**src/rtl/tl_pkg.sv**
```systemverilog
// Shared types and helpers for the traffic-light phase sequencer:
// state encoding, lamp patterns and a BCD decrement.
package tl_pkg;

    typedef enum logic [2:0] {
        NS_G  = 3'd0,
        NS_Y  = 3'd1,
        RED1  = 3'd2,
        EW_G  = 3'd3,
        EW_Y  = 3'd4,
        RED2  = 3'd5,
        EMERG = 3'd6
    } tl_state_e;

    localparam logic [2:0] LAMP_G = 3'b100;
    localparam logic [2:0] LAMP_Y = 3'b010;
    localparam logic [2:0] LAMP_R = 3'b001;

    // Two-digit BCD decrement; caller guarantees v != 8'h00.
    function automatic logic [7:0] bcd_dec(input logic [7:0] v);
        logic [7:0] r;
        if (v[3:0] == 4'd0) r = {v[7:4] - 4'd1, 4'd9};
        else                r = {v[7:4], v[3:0] - 4'd1};
        return r;
    endfunction

endpackage

```
**src/rtl/tl_tick_gen.sv**
```systemverilog
// One-second tick divider: down-counter reloading TICK_DIV-1 at zero;
// tick is high for the enabled cycle in which the counter sits at zero.
module tl_tick_gen #(
    parameter int TICK_DIV = 50_000_000
) (
    input  logic clk,
    input  logic rst,
    input  logic enable,
    output logic tick
);
    import tl_pkg::*;

    localparam int W = $clog2(TICK_DIV);
    localparam logic [W-1:0] RELOAD = W'(TICK_DIV - 1);

    logic [W-1:0] div_q;
    logic [W-1:0] div_d;

    always_comb begin
        div_d = div_q;
        if (enable) begin
            if (div_q == '0) div_d = RELOAD;
            else             div_d = div_q - W'(1);
        end
    end

    always_ff @(posedge clk or posedge rst) begin
        if (rst) div_q <= RELOAD;
        else     div_q <= div_d;
    end

    assign tick = enable && (div_q == '0);

endmodule

```
**src/rtl/tl_phase_sequencer.sv**
```systemverilog
// Two-direction intersection sequencer: normal six-phase ring timed by a BCD
// seconds countdown, latched pedestrian walk requests and emergency preemption.
module tl_phase_sequencer #(
    parameter int         TICK_DIV = 50_000_000,
    parameter logic [7:0] GREEN_NS = 8'h25,
    parameter logic [7:0] GREEN_EW = 8'h25,
    parameter logic [7:0] YELLOW   = 8'h04,
    parameter logic [7:0] ALL_RED  = 8'h02
) (
    input  logic       CLOCK_50,
    input  logic       reset,
    input  logic       enable,
    input  logic       ped_req_ns,
    input  logic       ped_req_ew,
    input  logic       emerg_req,
    input  logic       emerg_dir,
    output logic [2:0] lamp_ns,
    output logic [2:0] lamp_ew,
    output logic [7:0] count,
    output logic       walk_ns,
    output logic       walk_ew,
    output logic [2:0] phase
);
    import tl_pkg::*;

    tl_state_e  state_q, state_d;
    logic [7:0] count_q, count_d;
    logic       edir_q, edir_d;
    logic       pend_ns_q, pend_ns_d, pend_ew_q, pend_ew_d;
    logic       prev_ns_q, prev_ns_d, prev_ew_q, prev_ew_d;
    logic       walk_ns_q, walk_ns_d, walk_ew_q, walk_ew_d;
    logic [2:0] lamp_ns_q, lamp_ns_d, lamp_ew_q, lamp_ew_d;
    logic       tick;

    tl_tick_gen #(.TICK_DIV(TICK_DIV)) u_tick (
        .clk    (CLOCK_50),
        .rst    (reset),
        .enable (enable),
        .tick   (tick)
    );

    function automatic tl_state_e ring_next(input tl_state_e s);
        tl_state_e n;
        case (s)
            NS_G:    n = NS_Y;
            NS_Y:    n = RED1;
            RED1:    n = EW_G;
            EW_G:    n = EW_Y;
            EW_Y:    n = RED2;
            default: n = NS_G;
        endcase
        return n;
    endfunction

    function automatic logic [7:0] duration(input tl_state_e s);
        logic [7:0] d;
        case (s)
            NS_G:       d = GREEN_NS;
            EW_G:       d = GREEN_EW;
            NS_Y, EW_Y: d = YELLOW;
            RED1, RED2: d = ALL_RED;
            default:    d = 8'h00;
        endcase
        return d;
    endfunction

    always_comb begin
        state_d   = state_q;
        count_d   = count_q;
        edir_d    = edir_q;
        pend_ns_d = pend_ns_q;
        pend_ew_d = pend_ew_q;
        prev_ns_d = prev_ns_q;
        prev_ew_d = prev_ew_q;
        walk_ns_d = walk_ns_q;
        walk_ew_d = walk_ew_q;
        lamp_ns_d = lamp_ns_q;
        lamp_ew_d = lamp_ew_q;
        if (enable) begin
            prev_ns_d = ped_req_ns;
            prev_ew_d = ped_req_ew;
            // Emergency in a green acts every clock and overrides count expiry.
            if (emerg_req && (state_q == NS_G || state_q == EW_G)) begin
                if ((state_q == EW_G) == emerg_dir) begin
                    state_d = EMERG;
                    count_d = 8'h00;
                    edir_d  = emerg_dir;
                end else begin
                    state_d = (state_q == NS_G) ? NS_Y : EW_Y;
                    count_d = YELLOW;
                end
            end else if (state_q == EMERG) begin
                count_d = 8'h00;
                if (!emerg_req) begin
                    state_d = edir_q ? EW_Y : NS_Y;
                    count_d = YELLOW;
                end
            end else if (tick) begin
                if (count_q != 8'h00) begin
                    count_d = bcd_dec(count_q);
                end else if (emerg_req && (state_q == RED1 || state_q == RED2)) begin
                    state_d = EMERG;
                    count_d = 8'h00;
                    edir_d  = emerg_dir;
                end else begin
                    state_d = ring_next(state_q);
                    count_d = duration(ring_next(state_q));
                end
            end

            // Walk is decided on green entry from the flag as it stood before this edge.
            walk_ns_d = (state_d == NS_G) && ((state_q == NS_G) ? walk_ns_q : pend_ns_q);
            walk_ew_d = (state_d == EW_G) && ((state_q == EW_G) ? walk_ew_q : pend_ew_q);
            pend_ns_d = (pend_ns_q && !(state_d == NS_G && state_q != NS_G))
                        || (ped_req_ns && !prev_ns_q);
            pend_ew_d = (pend_ew_q && !(state_d == EW_G && state_q != EW_G))
                        || (ped_req_ew && !prev_ew_q);

            case (state_d)
                NS_G:    begin lamp_ns_d = LAMP_G; lamp_ew_d = LAMP_R; end
                NS_Y:    begin lamp_ns_d = LAMP_Y; lamp_ew_d = LAMP_R; end
                EW_G:    begin lamp_ns_d = LAMP_R; lamp_ew_d = LAMP_G; end
                EW_Y:    begin lamp_ns_d = LAMP_R; lamp_ew_d = LAMP_Y; end
                EMERG:   begin
                    lamp_ns_d = edir_d ? LAMP_R : LAMP_G;
                    lamp_ew_d = edir_d ? LAMP_G : LAMP_R;
                end
                default: begin lamp_ns_d = LAMP_R; lamp_ew_d = LAMP_R; end
            endcase
        end
    end

    always_ff @(posedge CLOCK_50 or posedge reset) begin
        if (reset) begin
            state_q   <= NS_G;
            count_q   <= GREEN_NS;
            edir_q    <= 1'b0;
            pend_ns_q <= 1'b0;
            pend_ew_q <= 1'b0;
            prev_ns_q <= 1'b0;
            prev_ew_q <= 1'b0;
            walk_ns_q <= 1'b1;
            walk_ew_q <= 1'b0;
            lamp_ns_q <= LAMP_G;
            lamp_ew_q <= LAMP_R;
        end else begin
            state_q   <= state_d;
            count_q   <= count_d;
            edir_q    <= edir_d;
            pend_ns_q <= pend_ns_d;
            pend_ew_q <= pend_ew_d;
            prev_ns_q <= prev_ns_d;
            prev_ew_q <= prev_ew_d;
            walk_ns_q <= walk_ns_d;
            walk_ew_q <= walk_ew_d;
            lamp_ns_q <= lamp_ns_d;
            lamp_ew_q <= lamp_ew_d;
        end
    end

    assign lamp_ns = lamp_ns_q;
    assign lamp_ew = lamp_ew_q;
    assign count   = count_q;
    assign walk_ns = walk_ns_q;
    assign walk_ew = walk_ew_q;
    assign phase   = state_q;

endmodule
```
**config.mk**
```make
export PLATFORM = sky130hd
export DESIGN_NAME = tl_phase_sequencer
export DESIGN_NICKNAME = d
export VERILOG_FILES = /design/src/rtl/tl_pkg.sv /design/src/rtl/tl_tick_gen.sv /design/src/rtl/tl_phase_sequencer.sv
export SDC_FILE = /design/constraint.sdc
export NUM_CORES = 1
export LEC_CHECK = 0
export CORE_MARGIN = 4
export CORE_UTILIZATION = 62
export CTS_CLUSTER_DIAMETER = 50
export CTS_CLUSTER_SIZE = 10
export DETAILED_ROUTE_END_ITERATION = 7
export PLACE_DENSITY_LB_ADDON = 0.15
export RECOVER_POWER = 100
export SETUP_SLACK_MARGIN = 0.4
export SLEW_MARGIN = 25
export SYNTH_ARGS = -nofsm -noshare
export SYNTH_HDL_FRONTEND = slang
export SYNTH_SLANG_ARGS = --single-unit
```
**constraint.sdc**
```tcl
create_clock -name CLOCK_50 -period 8.8 [get_ports CLOCK_50]
set_clock_uncertainty 0.15 [all_clocks]
set_input_delay 2.2 -clock CLOCK_50 [delete_from_list [all_inputs] [get_ports CLOCK_50]]
set_output_delay 2.2 -clock CLOCK_50 [all_outputs]
set_load 0.05 [all_outputs]
```
Word-level counts from Yosys, hierarchy flattened
Cells that the tools add are included.

Order comparisons: 0. Muxes and demuxes: 40. Bitwise gates (word level): 0. Divide/modulo/power cells: 0. Equality and inequality tests: 18. Shifts and indexed selects: 0. $add $sub $neg: 3. Reductions and logical operators: 32. Multiply operators: 0.

Operator list (count): $mux W3 (20); $mux W8 (5); $logic_not A26 Y1 (1); $mux W26 (1); $sub A26 B1 Y26 const B (1); $eq A3 B3 Y1 const B (7); $pmux W3 S3 (2); $pmux W6 S3 (1); $eq A3 B2 Y1 const B (5); $pmux W3 S5 (1); $logic_and A1 B1 Y1 (11); $eq A3 B1 Y1 const B (3); $logic_not A3 Y1 (3); $mux W1 (9); $reduce_bool A8 Y1 (1); $sub A4 B1 Y4 const B (2); $mux W6 (1); $reduce_bool A3 Y1 (2); $reduce_or A2 Y1 (3); $logic_not A1 Y1 (4); $logic_not A4 Y1 (1); $logic_or A1 B1 Y1 (4); $ne A4 B3 Y1 const B (1); $ne A3 B2 Y1 const B (1); 3 further kinds (3).

Bits in read-only memories: 0. Logic and storage cells: 106. Input bits: 7. Memories kept: 0. RAM bits: 0. Output and inout port bits: 19. Register bits after elaboration: 50. Bits in latches: 0.

Depth between registers and ports, before layout
Depth in word-level cells: 17. Mapped depth: 10. Mapped depth without buffers: 9.

Hierarchy
A second synthesis with hierarchy kept.

Cell total of the unflattened synthesis: 329. Area, all modules: 3014.1 µm².

Modules (own cells, without submodules): tl_phase_sequencer (sequential area each 608.1 µm², instances 1, cells each 187, area each 1616.6 µm²); tl_tick_gen (sequential area each 673.1 µm², instances 1, cells each 142, area each 1397.6 µm²).

Worst setup path before layout
No wires, ideal clock.

Path kind: input to register. Start: in enable. End: reg lamp_ns_q[0] (netlist: lamp_ns[0]). Slack: 3.865 ns. Arrival time: 4.664 ns. Library setup time: 0.121 ns. Required time: 8.529 ns. Path buffers: 0. Stages: 7. Cell sequence: or4b_1 or4_4 nor3_2 mux2_2 or2_2 or3b_1 a22o_1.

Longest elaborated chain between the ends: 7. Elaborated cells on any way between the ends: 14. Classes of those cells: eq/ne (2); mux (10); reduce/logical (2).

Ends and longest elaborated chain: start: declaration (line tl_phase_sequencer.sv:12) `input logic enable,`; $logic_and A1 B1 Y1 (line tl_tick_gen.sv:32) `assign tick = enable && (div_q == '0);`; $mux W3 or $mux W1 (tied branches) (line tl_phase_sequencer.sv:98) `end else if (tick) begin`; $mux W3 or $mux W1 (tied branches) (line tl_phase_sequencer.sv:92) `end else if (state_q == EMERG) begin`; $mux W3 or $mux W1 (tied branches) (line tl_phase_sequencer.sv:83) `if (emerg_req && (state_q == NS_G || state_q == EW_G)) begin`; $mux W3 or $mux W1 (tied branches) (line tl_phase_sequencer.sv:79) `if (enable) begin`; $eq A3 B3 Y1 (tied with other cells) (line tl_phase_sequencer.sv:119) `case (state_d)`; $pmux W3 S3 (line tl_phase_sequencer.sv:119); end signal: assignment (line tl_phase_sequencer.sv:156) `lamp_ns_q <= lamp_ns_d;`; end: declaration (line tl_phase_sequencer.sv:32) `logic [2:0] lamp_ns_q, lamp_ns_d, lamp_ew_q, lamp_ew_d;`.

Several ways; a longest one is shown, not always the timed one. The select of a mux whose other input is x is not followed. A chain may end at the register's enable or synchronous reset.

Worst setup path in the final report
Start: in enable. End: reg lamp_ew_q[0] (netlist: lamp_ew[0]).

Longest elaborated chain between the ends: 7. Elaborated cells on any way between the ends: 14. Classes of those cells: eq/ne (3); mux (10); reduce/logical (1).

Ends and longest elaborated chain: $logic_and A1 B1 Y1 (line tl_tick_gen.sv:32); $mux W3 or $mux W1 (tied branches) (line tl_phase_sequencer.sv:98); $mux W3 or $mux W1 (tied branches) (line tl_phase_sequencer.sv:92); $mux W3 or $mux W1 (tied branches) (line tl_phase_sequencer.sv:83); $mux W3 or $mux W1 (tied branches) (line tl_phase_sequencer.sv:79); $eq A3 B3 Y1 (tied with other cells) (line tl_phase_sequencer.sv:119); $pmux W3 S3 (line tl_phase_sequencer.sv:119); end signal: assignment (line tl_phase_sequencer.sv:157) `lamp_ew_q <= lamp_ew_d;`; end: declaration (line tl_phase_sequencer.sv:32).

Several ways; a longest one is shown, not always the timed one. The select of a mux whose other input is x is not followed.

==> flow_summary.json <==
{
  "cts.clk_slew.worst_paths_ns": 0.09,
  "worstPathCellList": "dlygate4sd3_1 -> or4b_1 -> or4_1 -> nor3_1 -> nor4b_1 -> nor3b_1 -> o21ai_0 -> a22o_1",
  "synth-seq-cells": 50,
  "grt-ovfl-total": 0,
  "slowest_stage": "dlygate4sd3_1",
  "fin_nets": 370,
  "dieHeight_um": 77.61,
  "r2r_slack_ns": 4.67,
  "violations": "max-capacitance violations, max-slew violations",
  "dr.pass1.iters": 4,
  "critPathKind": "input pin to register",
  "boundaryPins": 26,
  "drc": 0,
  "cpLargestDelayFamily": "simple AND/OR/NAND/NOR gates",
  "syn_to_final_growth_pct": 11.66,
  "track_usage_pct": 23.37,
  "yosys.area.top_type": "dfrtp_1",
  "clock_path_buffers": 2,
  "insertedDiodeCount": 0,
  "cts_setup_buffers": 0,
  "synth_top_flop_cell": "dfrtp_1",
  "final_common_cell": "nand2_1",
  "min_path_type": "register to register",
  "fin_crit_ns": 6.389,
  "final-hold-violation-count": 0,
  "clk_latency_ns": 0.31,
  "clock_sinks": 50,
  "root_buffer": "clkbuf_8",
  "dr_wl_met3_um": 286,
  "syn_area_per_cell_um2": 8.862,
  "power.share.clock_pct": 11.6,
  "startpoint_type": "input pin",
  "dieArea_mm2": 0.006023,
  "rows": 25,
  "peakVddDrop_uv": 164.9,
  "rsz0062_at_grt": "no",
  "final_cell_mix": "37 x nand2_1, 29 x nor2_1, 26 x dfrtp_1",
  "worstSetupEndpointType": "register",
  "relSlewSlack_pct": -42.12,
  "fp.coreArea_mm2": 0.004723,
  "crit_buf_inv": 1,
  "cts_hold_buf": 0,
  "intPower_mw": 0.6435,
  "io_buffers": 25,
  "syn_nets": 352,
  "placed_cells": 417,
  "ys_types": 59,
  "crit_arrival_ns": 6.48,
  "top_layer": "met4",
  "outcome": "finished with violations",
  "maxCapViolations": 1,
  "yosys_warnings": 0,
  "cts_resized": 0,
  "async_flop_share_pct": 100.0,
  "wire_per_inst_um": 15.38,
  "required_ns": 8.89,
  "synthCells": 339,
  "drt_iter0_drc": 333,
  "grt_pass1_vias": 2469,
  "p_sw_mw": 0.5603,
  "drt-met1-wl_mm": 2.963,
  "combPwrFrac_pct": 48.7,
  "slew_violations": 51,
  "p_per_area_mw_per_mm2": 358.9,
  "final_cells": 425,
  "viasPerCell": 6.038,
  "fp.dieW_um": 77.61,
  "seq_area_frac_synth_pct": 42.65,
  "start_util_pct": 63.60,
  "dr_total_vias": 2566,
  "grt_max_degree": 51,
  "crit_fanout": 22,
  "synth_top_area_share_pct": 21.66,
  "synth_edf_count": 0,
  "synthesis.area_mm2": 0.003004,
  "htree_levels": 2,
  "tritoncts": "done",
  "finalSetupTns_ns": 0,
  "power_frac_seq_pct": 39.7,
  "setup_violations": 0,
  "max_freq_mhz": 156.5,
  "ant_nets": 0,
  "hpwl_mm": 4.412,
  "leakage_nw": 1.364,
  "synthTopCellsByArea": "dfrtp_1 22%, dfstp_2 21%, nand2_1 4.6%",
  "antenna_found_initial": 0,
  "grt_pass1_wl_mm": 11.44,
  "met2WireLength_mm": 3.159,
  "drive_above_1_share_pct": 10.61,
  "gp_congestion": 0.8598,
  "cts_buffers": 5,
  "swShare_pct": 46.55,
  "max_slew.worst_pin.slew_ns": 2.120,
  "critPathMaxStageDelay_ns": 1.04,
  "drt_wl_total_mm": 6.535,
  "final.period_utilization_pct": 72.61
}
[power by group through the flow]
| stage | Sequential (mW) | Combinational, mW | Clock (mW) |
|---|---|---|---|
| final | 0.478 | 0.587 | 0.139 |
| after global routing | 0.498 | 0.651 | 0.156 |
| after CTS | 0.477 | 0.603 | 0.141 |
| after detailed placement | 0.479 | 0.598 | 0 |
| after global placement | 0.476 | 0.585 | 0 |
| after floorplan | 0.535 | 0.389 | 0 |
[cells in the mapped netlist, types with 2 or more instances]
cell	count
nand2b_1	6
or3_1	8
a22oi_1	2
a31oi_1	5
nand2_1	37
mux2_2	2
buf_1	2
o2bb2ai_1	4
o21a_1	2
a21boi_0	2
dfrtp_1	26
nand4_1	3
nor2_1	29
or2_2	2
nor4_1	11
nor4b_1	2
a41oi_1	2
xnor2_1	14
a22o_1	3
o31ai_1	6
nand3_1	12
and2_1	2
nor3_1	14
nor2b_1	4
o21ai_0	24
or4_4	2
nor3b_1	4
or3b_2	2
clkbuf_1	11
ha_1	6
a21oi_1	12
or4_1	5
dfstp_2	24
xor2_1	5
inv_1	18
o22ai_1	3
[through the flow]
stage	hold WS (ns)	power, mW	utilization, %	setup WS [ns]	instance area [µm²]
after global routing	0.3099	1.304	71.02	2.089	3354
final	0.2989	1.204	71.02	2.411	3354
after floorplan	0.2657	0.9244	-	3.865	3004
after CTS	0.2957	1.222	71.42	3.037	3373
after global placement	0.2797	1.061	69.40	2.563	3278
after detailed placement	0.2798	1.077	69.51	2.728	3283
[metal layers]
metal  track usage [%]  vias to the layer above
met5                 0                        -
li1                  -                     1263
met1             30.47                     1220
met4             8.541                        0
met2             38.18                       68
met3             4.988                       15
[area by class of cell]
| type | count | area, µm² |
|---|---|---|
| Multi-Input combinational cell | 257 | 1580 |
| Sequential cell | 50 | 1281 |
| Fill cell | 370 | 1369 |
| Inverter | 18 | 68.82 |
| Timing Repair Buffer | 25 | 250.2 |
| Clock buffer | 8 | 90.09 |
| Tap cell | 67 | 83.83 |
[worst reg2reg max path: stages (launching register included)]
cell and delay, ns:
dfrtp_1 0.41, inv_1 0.10, ha_1 0.22, nor3b_1 0.67
nand2_1 0.28, nor3_1 0.55, nor4b_1 0.11, nor3b_1 1.02
o21ai_0 0.30, a22o_1 0.25
[path summary, 6_finish.rpt]
check / start / cells past startpoint / end
setup / recovery: enable / 8 / lamp_ew[0]
hold / removal: prev_ns_q / 1 / pend_ns_q
setup reg to reg: count[1] / 9 / lamp_ew[0]
hold reg to reg: prev_ns_q / 1 / pend_ns_q
max in group asynchronous: reset / 2 / u_tick.div_q[16]
min in group asynchronous: reset / 2 / prev_ew_q
[registers in the layout, indices dropped and copies added (netlist names)]
| name | flops |
|---|---|
| count | 8 |
| edir_q | 1 |
| lamp_ew | 3 |
| lamp_ns | 3 |
| pend_ew_q | 1 |
| pend_ns_q | 1 |
| phase | 3 |
| prev_ew_q | 1 |
| prev_ns_q | 1 |
| u_tick.div_q | 26 |
| walk_ew | 1 |
| walk_ns | 1 |
[cells by family (layout without fill, tap and decap cells)]
logic type | after synthesis | count (layout) | share of synthesized area [%]
XOR/XNOR | 19 | 19 | 5.539
flip-flops | 50 | 50 | 42.65
multiplexers | 4 | 4 | 1.582
AO/OA/AOI/OAI | 78 | 78 | 17.24
AND/OR/NAND/NOR | 150 | 150 | 26.24
buffers and inverters | 32 | 51 | 4.248
adder cells (fa/ha/maj) | 6 | 6 | 2.499
(Power assumes the default switching activity.)
